<file path="config.mk">
export PLATFORM = sky130hd
export DESIGN_NAME = adder_result_accumulator
export DESIGN_NICKNAME = d
export VERILOG_FILES = /design/src/rtl/adder_result_accumulator.sv
export SDC_FILE = /design/constraint.sdc
export NUM_CORES = 1
export LEC_CHECK = 0
export CORE_MARGIN = 2
export CORE_UTILIZATION = 30
export DETAILED_ROUTE_END_ITERATION = 6
export SYNTH_ARGS = -nofsm -noshare
export SYNTH_HDL_FRONTEND = slang
export SYNTH_SLANG_ARGS = --single-unit
</file>
<file path="constraint.sdc">
create_clock -name clk -period 2.18 [get_ports clk]
set_input_delay 0.327 -clock clk [delete_from_list [all_inputs] [get_ports clk]]
set_output_delay 0.327 -clock clk [all_outputs]
set_load 0.05 [all_outputs]
</file>
<file path="src/rtl/adder_result_accumulator.sv">
// Accumulates COUNT {cout, sum} adder results into a block total and holds it
// on a valid/ready port, back-pressuring the adder source while it waits.
module adder_result_accumulator #(
  parameter int WIDTH = 16,
  parameter int COUNT = 4,
  parameter int ACC_W = 24
) (
  input  logic             clk,
  input  logic             rst_n,
  input  logic             in_valid,
  output logic             in_ready,
  input  logic [WIDTH-1:0] sum,
  input  logic             cout,
  input  logic             clear,
  output logic             out_valid,
  input  logic             out_ready,
  output logic [ACC_W-1:0] acc_out,
  output logic             overflow
);

  localparam int CNT_W = (COUNT > 1) ? $clog2(COUNT) : 1;
  localparam logic [CNT_W-1:0] LAST_CNT = CNT_W'(COUNT - 1);

  localparam logic ST_ACCUM = 1'b0;
  localparam logic ST_HOLD  = 1'b1;

  logic             r_state;
  logic [ACC_W-1:0] r_acc;
  logic [CNT_W-1:0] r_cnt;
  logic             r_overflow;

  logic [ACC_W-1:0] w_sample;
  logic [ACC_W:0]   w_sum;
  logic             w_accept;

  assign w_sample = ACC_W'({cout, sum});
  // One extra bit catches the carry out of the accumulator's top bit.
  assign w_sum    = {1'b0, r_acc} + {1'b0, w_sample};

  // Depends only on state and clear, so the source never sees a loop via in_valid.
  assign in_ready = (r_state == ST_ACCUM) && !clear;
  assign w_accept = in_valid && in_ready;

  // NOTE: sequential state uses non-blocking assignments so every register
  // samples pre-edge values and simulation matches the synthesized flops.
  always_ff @(posedge clk or negedge rst_n) begin
    if (!rst_n) begin
      r_state    <= ST_ACCUM;
      r_acc      <= '0;
      r_cnt      <= '0;
      r_overflow <= 1'b0;
    end else if (clear) begin
      r_state    <= ST_ACCUM;
      r_acc      <= '0;
      r_cnt      <= '0;
      r_overflow <= 1'b0;
    end else if (w_accept) begin
      r_acc      <= w_sum[ACC_W-1:0];
      r_overflow <= r_overflow | w_sum[ACC_W];
      if (r_cnt == LAST_CNT) begin
        r_cnt   <= '0;
        r_state <= ST_HOLD;
      end else begin
        r_cnt <= r_cnt + 1'b1;
      end
    end else if ((r_state == ST_HOLD) && out_ready) begin
      r_state    <= ST_ACCUM;
      r_acc      <= '0;
      r_overflow <= 1'b0;
    end
  end

  assign out_valid = (r_state == ST_HOLD);
  assign acc_out   = r_acc;
  assign overflow  = r_overflow;

endmodule

</file>
==> out/qor_table.md, run 1 <==
| Quantity | Reported | Unit |
|---|---|---|
| Status | finished, violations left | - |
| Class of the most critical setup path | flop to flop | - |
| Root Driver | clkbuf_8 | - |
| Worst hold path class | input pin to async pin | - |
| Power Dens Cells | 709.6 | nW/um^2 |
| Count of placed standard cells in the final layout, fillers left out | 426 | - |
| Critical Path Start | acc_out[0] | - |
| Core box area | 6719 | sq um |
| Post-DP Area | 3191 | sq um |
| Most frequent cells in the layout | buf_4 (55), clkdlybuf4s50_1 (39), nand2_1 (34) | - |
| TritonCTS Buffers | 3 | - |
| Total negative slack | -0.3405 | ns |
| Post-synthesis mux area share | 0.4854 | % |
| Initial antenna violation count | 0 | - |
| Leading register cell type out of synthesis | dfrtp_1 | - |
| Simple logic cell fraction of the synthesized area | 18.81 | % |
| Detailed-route wire length per cell | 14.91 | microns |
| Final Hold Viols | 0 | - |
| Wire length of the first global-routing pass | 10380 | microns |
| Worst setup EP type | flop | - |
| Port-buffer cells | 48 | - |
| Chip Width | 86.91 | microns |
| Die H | 86.91 | microns |
| Largest buffer count on any clock path | 2 | - |
| Critical path fanouts, max | 3 | - |
| First-iteration detailed-routing DRC count | 85 | - |
| Number of gates on the worst path with buffers counted | 7 | - |
| Capturing instance or port of the critical path | overflow | - |
| Wire length after detailed routing | 6351 | microns |
| Maximum cell stage delay along the critical path | 0.50 | ns |
| IR Drop Worst-Case VDD | 294.4 | uV |
| Routed vias | 2215 | - |
| Placement Rows | 30 | - |
| First drt pass iteration count | 4 | - |
| Critical register-to-register path startpoint | acc_out[0] | - |
| Area Growth Syn to Fin | 64.56 | % |
| Clock skew after layout | 0.005805 | ns |
| Overflow after GRT | 0 | - |
| Number of routed nets with antenna violations | 0 | - |
| Later-pin clock latency in the skew report | 0.29 | ns |
| Number of nets in the layout | 388 | - |
| Worst setup SP type | flop | - |
| Portion of the post-synthesis area used by sequential elements | 33.98 | % |
| Syn Inst Count | 242 | - |
| Area of the die | 7552 | sq um |
| Worst Hold Slack | 0.4029 | ns |
| Final Cycle Share | 104.0 | % |
| TritonCTS clock tree | done | - |
| Worst Reg2Reg Path Length in Cells | 7 | - |
| TritonCTS sink count | 28 | - |
| Cell at the slowest stage of the critical path | or4_4 | - |
| Mean instance size in the synthesized netlist | 8.521 | sq um |
| Worst-case setup slack after placement | -0.4841 | ns |
| Transition time at the pin with the least slew margin | 0.5856 | ns |
| Final total power | 2.408 | mW |
| Clock slew at the register clock pins of the worst setup and hold paths | 0.11 | ns |
| Number of filler instances in the final layout | 633 | - |
| Layout cell share with drive strength beyond 1 | 30.92 | % |
| Netlist cell types | 46 | - |
| Count of hold buffers inserted by post-cts repair | 0 | - |
| Final number of setup-violating endpoints | 9 | - |
| Mapped Area | 2062 | sq um |
| Highest clock rate | 441.0 | MHz |
| Placed wire-length estimate after detailed placement | 4924 | microns |
| Leakage power figure | 1.475 | nW |
| Commonest non-fill, non-tap cell in the layout | buf_4 | - |
| CP arrival | 2.46 | ns |
| XOR/XNOR share of the synthesized area | 6.796 | % |
| Placed cells | 418 | - |
| Syn_nets | 283 | - |
| Pin count of the biggest net entering global routing | 29 | - |
| Number of vias per cell after detailed routing | 5.200 | - |
| Flip-flop and latch count after synthesis | 28 | - |
| Post-synth EDFFs | 0 | - |
| Vias in the first global route | 2157 | - |
| Share of async-settable or async-resettable flops after synthesis | 100.0 | % |
| Last weighted congestion value of the routability-driven placer | 0.8899 | - |
| RSZ-0062 raised after global routing | yes | - |
| Adder-cell share of the synthesized area | 11.89 | % |
| Max-Cap Viols | 0 | - |
| Post-layout worst setup margin | -0.08752 | ns |
| Synthesized-area fraction occupied by ao, oa, aoi and oai cells | 26.52 | % |
| Post-layout instance area | 3393 | sq um |
| Normalized max-slew margin | 60.96 | % |
| Max Slew Vio Count | 0 | - |
| CTS H-tree lvls | 1 | - |
| Dominant delay contributor by cell family on the critical path | compound AO/OA/AOI/OAI gates | - |
| Required time reported for the critical path endpoint | 2.38 | ns |
| Largest family of logic cells by synthesized area | compound AO/OA/AOI/OAI gates | - |
| Worst path bufs/invs | 0 | - |
| DRC errors left | 0 | - |
| Total I/O pin count | 49 | - |
| Critical Path, Cell by Cell | ha_4 -> fa_2 -> a21o_1 -> a22oi_2 -> o22ai_2 -> or4_4 -> a32o_1 | - |
| Global-route usage over all layers | 17.44 | % |
| Initial Util | 30.69 | % |
| Number of diodes added for antenna fixing | 0 | - |
| Violated checks | setup timing | - |
| Worst reg2reg endpoint | overflow | - |
| Final period demand of the worst path | 2.268 | ns |
| Final core occ | 50.50 | % |
| Total number of yosys warnings | 0 | - |
| Setup slack, reg-to-reg | -0.09 | ns |
## cells in the mapped netlist (2+ instances only)
library cell	n	area share [%]
and2_1	2	0.61
a22o_1	4	1.7
or4_1	2	0.73
nand2b_1	3	0.91
xnor2_1	8	3.4
o2111ai_1	2	0.85
a21oi_1	22	5.3
or3_1	2	0.61
o21ai_0	32	7.8
nand3b_1	2	0.73
inv_1	3	0.55
a211oi_1	2	0.73
a21o_1	8	2.9
ha_1	18	11
o211ai_1	2	0.73
o31ai_1	2	0.73
nand3_1	6	1.5
nor2_1	16	2.9
and3_1	4	1.2
clkbuf_1	4	0.73
dfrtp_1	28	34
a31oi_1	2	0.61
o21bai_1	2	0.73
o21a_1	2	0.73
xor2_1	8	3.4
nand2_1	36	6.6
## flip-flops by register name, summed over array words and instances, names as in the netlist
register   cells
out_valid      1
acc_out       24
overflow       1
r_cnt          2
## layout make-up
| type | count | area (sq um) | area share [%] |
|---|---|---|---|
| clock buffer | 3 | 41.29 | 1.217 |
| clock inverter | 1 | 30.03 | 0.8850 |
| inverter | 3 | 11.26 | 0.3319 |
| multi-input combinational | 206 | 1570 | 46.28 |
| sequential | 28 | 711.9 | 20.98 |
| tap | 80 | 100.1 | 2.950 |
| timing repair buffer | 105 | 928.4 | 27.36 |
## power by group
| part | internal [mW] | switching (mW) |
|---|---|---|
| clock | 0.247 | 0.192 |
| sequential | 0.581 | 0.0645 |
| combinational | 0.627 | 0.697 |
| total | 1.45 | 0.953 |
## timing repair
action	4_1_cts	5_1_grt
pin swaps	13	17
resized for setup	18	22
buffers inserted	2	2
endpoints found under the setup margin	13	18
gates cloned	0	0
## metal layers
metal / GRT usage, % / share of wire [%] / vias up
li1: - / - / 1097
met1: 24.63 / 48 / 1057
met2: 27.48 / 46 / 50
met3: 1.991 / 3.7 / 11
met4: 6.250 / 2.1 / 0
met5: 0 / 0 / -
## logic make-up after synthesis
logic type | count (synthesis)
flip-flops | 28
AO/OA/AOI/OAI | 89
AND/OR/NAND/NOR | 81
adder cells (fa/ha/maj) | 19
buffers and inverters | 8
XOR/XNOR | 16
multiplexers | 1
## worst min-delay path by stage
stage,start,to,slack [ns],cells after the start
floorplan,rst_n,acc_out[0],0.03,0
global placement,r_cnt[0],r_cnt[0],0.48,1
detailed placement,r_cnt[0],r_cnt[0],0.49,1
CTS,rst_n,overflow,0.42,2
global route,rst_n,overflow,0.45,2
finish,rst_n,acc_out[11],0.40,2
(Power assumes the default switching activity.)
==> run 2: changes to the inputs <==
Settings changed: CORE_UTILIZATION 30 to 36.
==> run 2 against run 1 <==
The run still ends with setup timing left. Setup slack got worse by 0.013 ns. Final cell count stayed put. Via count increased by 0.99%. Critical endpoint is now acc_out[13]. Register-to-register slack is essentially flat. Non-clock buffer count is 8 higher. Global-route usage rose by 4.0 points. Fmax down 0.59%. Critical path depth unchanged. Highest routed layer unchanged. Combinational power barely moved.
==> out/qor_table.md, run 2 (synthesis gave the netlist of run 1 again) <==
| Quantity | Reported | Unit | Delta |
|---|---|---|---|
| Violated checks | setup timing | - |  |
| Transition time at the pin with the least slew margin | 0.5161 | ns | -0.06953 ns |
| Detailed-route wire length per cell | 14.94 | microns | +0.20% |
| Maximum cell stage delay along the critical path | 0.53 | ns | +0.03 ns |
| Critical path fanouts, max | 4 | - | +1 |
| Number of nets in the layout | 396 | - | +2.1% |
| Layout cell share with drive strength beyond 1 | 32.49 | % | +1.6 points |
| First-iteration detailed-routing DRC count | 92 | - | +8.2% |
| Initial Util | 37.45 | % | +6.8 points |
| Total negative slack | -0.4291 | ns | -0.08859 ns |
| Root Driver | clkbuf_8 | - |  |
| Number of routed nets with antenna violations | 0 | - | unchanged |
| Final Cycle Share | 104.6 | % | +0.61 points |
| Initial antenna violation count | 0 | - | unchanged |
| Most frequent cells in the layout | buf_4 (64), clkdlybuf4s50_1 (39), nand2_1 (34) | - |  |
| Final core occ | 62.28 | % | +12 points |
| Max Slew Vio Count | 0 | - | unchanged |
| Busiest layer in global routing | met2 | - |  |
| Worst setup EP type | flop | - |  |
| Critical Path, Cell by Cell | ha_4 -> nand2_2 -> or4_1 -> or3b_4 -> and2_4 -> xnor2_1 -> a22o_1 | - |  |
| Last weighted congestion value of the routability-driven placer | 0.9193 | - | +3.3% |
| Overflow after GRT | 0 | - | unchanged |
| Leakage power figure | 1.507 | nW | +2.2% |
| Global-route usage over all layers | 21.41 | % | +4.0 points |
| Later-pin clock latency in the skew report | 0.29 | ns | about the same |
| Max-Cap Viols | 0 | - | unchanged |
| Total I/O pin count | 49 | - | unchanged |
| TritonCTS sink count | 28 | - | unchanged |
| Largest buffer count on any clock path | 2 | - | unchanged |
| Area Growth Syn to Fin | 66.32 | % |  |
| Global-route met1 utilization | 30.45 | % | +5.8 points |
| Core box area | 5507 | sq um | -18% |
| Chip Width | 79.68 | microns | -8.3% |
| Wire length after detailed routing | 6364 | microns | +0.20% |
| Status | finished, violations left | - |  |
| Clock slew at the register clock pins of the worst setup and hold paths | 0.12 | ns | about the same |
| Number of vias per cell after detailed routing | 5.251 | - | +0.99% |
| Routing usage on met3 | 2.262 | % | +0.27 points |
| Routed vias | 2237 | - | +0.99% |
| Vias in the first global route | 2234 | - | +3.6% |
| Number of diodes added for antenna fixing | 0 | - | unchanged |
| Worst path bufs/invs | 0 | - | unchanged |
| Power Dens Cells | 708.6 | nW/um^2 | -0.15% |
| Final Hold Viols | 0 | - | unchanged |
| Normalized max-slew margin | 65.49 | % | +4.5 points |
| Worst Hold Slack | 0.4020 | ns | -0.0009300 ns |
| First drt pass iteration count | 6 | - | +2 |
| Cell at the slowest stage of the critical path | or4_1 | - |  |
| Required time reported for the critical path endpoint | 2.36 | ns | -0.02 ns |
| RSZ-0062 raised after global routing | yes | - |  |
| Worst hold path class | input pin to async pin | - |  |
| CP arrival | 2.46 | ns | about the same |
| Final period demand of the worst path | 2.281 | ns | +0.01335 ns |
| Worst-case setup slack after placement | -0.4923 | ns | -0.008208 ns |
| Placed wire-length estimate after detailed placement | 4762 | microns | -3.3% |
| Placement Rows | 27 | - | -10% |
| IR Drop Worst-Case VDD | 365.2 | uV | +24% |
| Worst setup SP type | flop | - |  |
| Class of the most critical setup path | flop to flop | - |  |
| Final total power | 2.430 | mW | +0.92% |
| CTS H-tree lvls | 1 | - | unchanged |
| Clock skew after layout | 0.01168 | ns | +0.005871 ns |
| Pin count of the biggest net entering global routing | 29 | - | unchanged |
| Port-buffer cells | 48 | - | unchanged |
| Commonest non-fill, non-tap cell in the layout | buf_4 | - |  |
| Die H | 79.68 | microns | -8.3% |
| Max reg flops | 24 | - | unchanged |
| TritonCTS clock tree | done | - |  |
| DRC errors left | 0 | - | unchanged |
| Post-layout worst setup margin | -0.1009 | ns | -0.01335 ns |
| Final number of setup-violating endpoints | 7 | - | -2 |
| TritonCTS Buffers | 3 | - | unchanged |
| Highest clock rate | 438.4 | MHz | -0.59% |
| Area of the die | 6349 | sq um | -16% |
| Dominant delay contributor by cell family on the critical path | simple AND/OR/NAND/NOR gates | - |  |
| Wire length of the first global-routing pass | 10740 | microns | +3.5% |
| Global routing met2 resource utilization | 35.04 | % | +7.6 points |
[run 2: changes by cell type in the layout (fill, tap and decap cells not counted), sizes merged]
cell	delta
buf	+8
[run 2: final cells by class]
class	instances	area, sq um
sequential	28	711.9
clock buffer	3	41.29
fill	494	2077
clock inverter	1	30.03
inverter	3	11.26
timing repair buffer	113	975.9
tap	72	90.09
multi-input combinational	206	1569
[run 2: metal layers]
metal / wire (microns) / up-vias
li1: - / 1120
met1: 3101 / 1060
met2: 2982 / 50
met3: 230 / 7
met4: 48 / 0
met5: 0 / -
[run 2: final timing paths]
| path | depth (start not counted) | from | endpoint | slack [ns] |
|---|---|---|---|---|
| max in group asynchronous | 2 | rst_n | acc_out[12] | 1.47 |
| min in group clk | 1 | r_cnt[0] | r_cnt[0] | 0.50 |
| max reg2reg | 7 | acc_out[6] | acc_out[13] | -0.10 |
| min reg2reg | 1 | r_cnt[0] | r_cnt[0] | 0.50 |
| max | 7 | acc_out[6] | acc_out[13] | -0.10 |
| min | 2 | rst_n | acc_out[4] | 0.40 |
[run 2: report_power, final]
| part | internal [mW] | switching (mW) | total (mW) |
|---|---|---|---|
| Sequential | 0.581 | 0.0618 | 0.643 |
| Clock | 0.246 | 0.189 | 0.436 |
| Combinational | 0.645 | 0.707 | 1.35 |
| Total | 1.47 | 0.958 | 2.43 |
[run 2: what timing repair did]
item                                    4_1_cts  5_1_grt
endpoints found under the setup margin       11       17
pin swaps                                     8       11
resized for setup                            16       20
setup buffers                                 3        2
hold buffers                                  0        0
[run 2: through the flow]
| stage | cell area, sq um | std cells |
|---|---|---|
| floorplan | 2216 | 242 |
| global placement | 3221 | 417 |
| detailed placement | 3221 | 417 |
| global route | 3430 | 426 |
| finish | 3430 | 426 |
| CTS | 3357 | 424 |
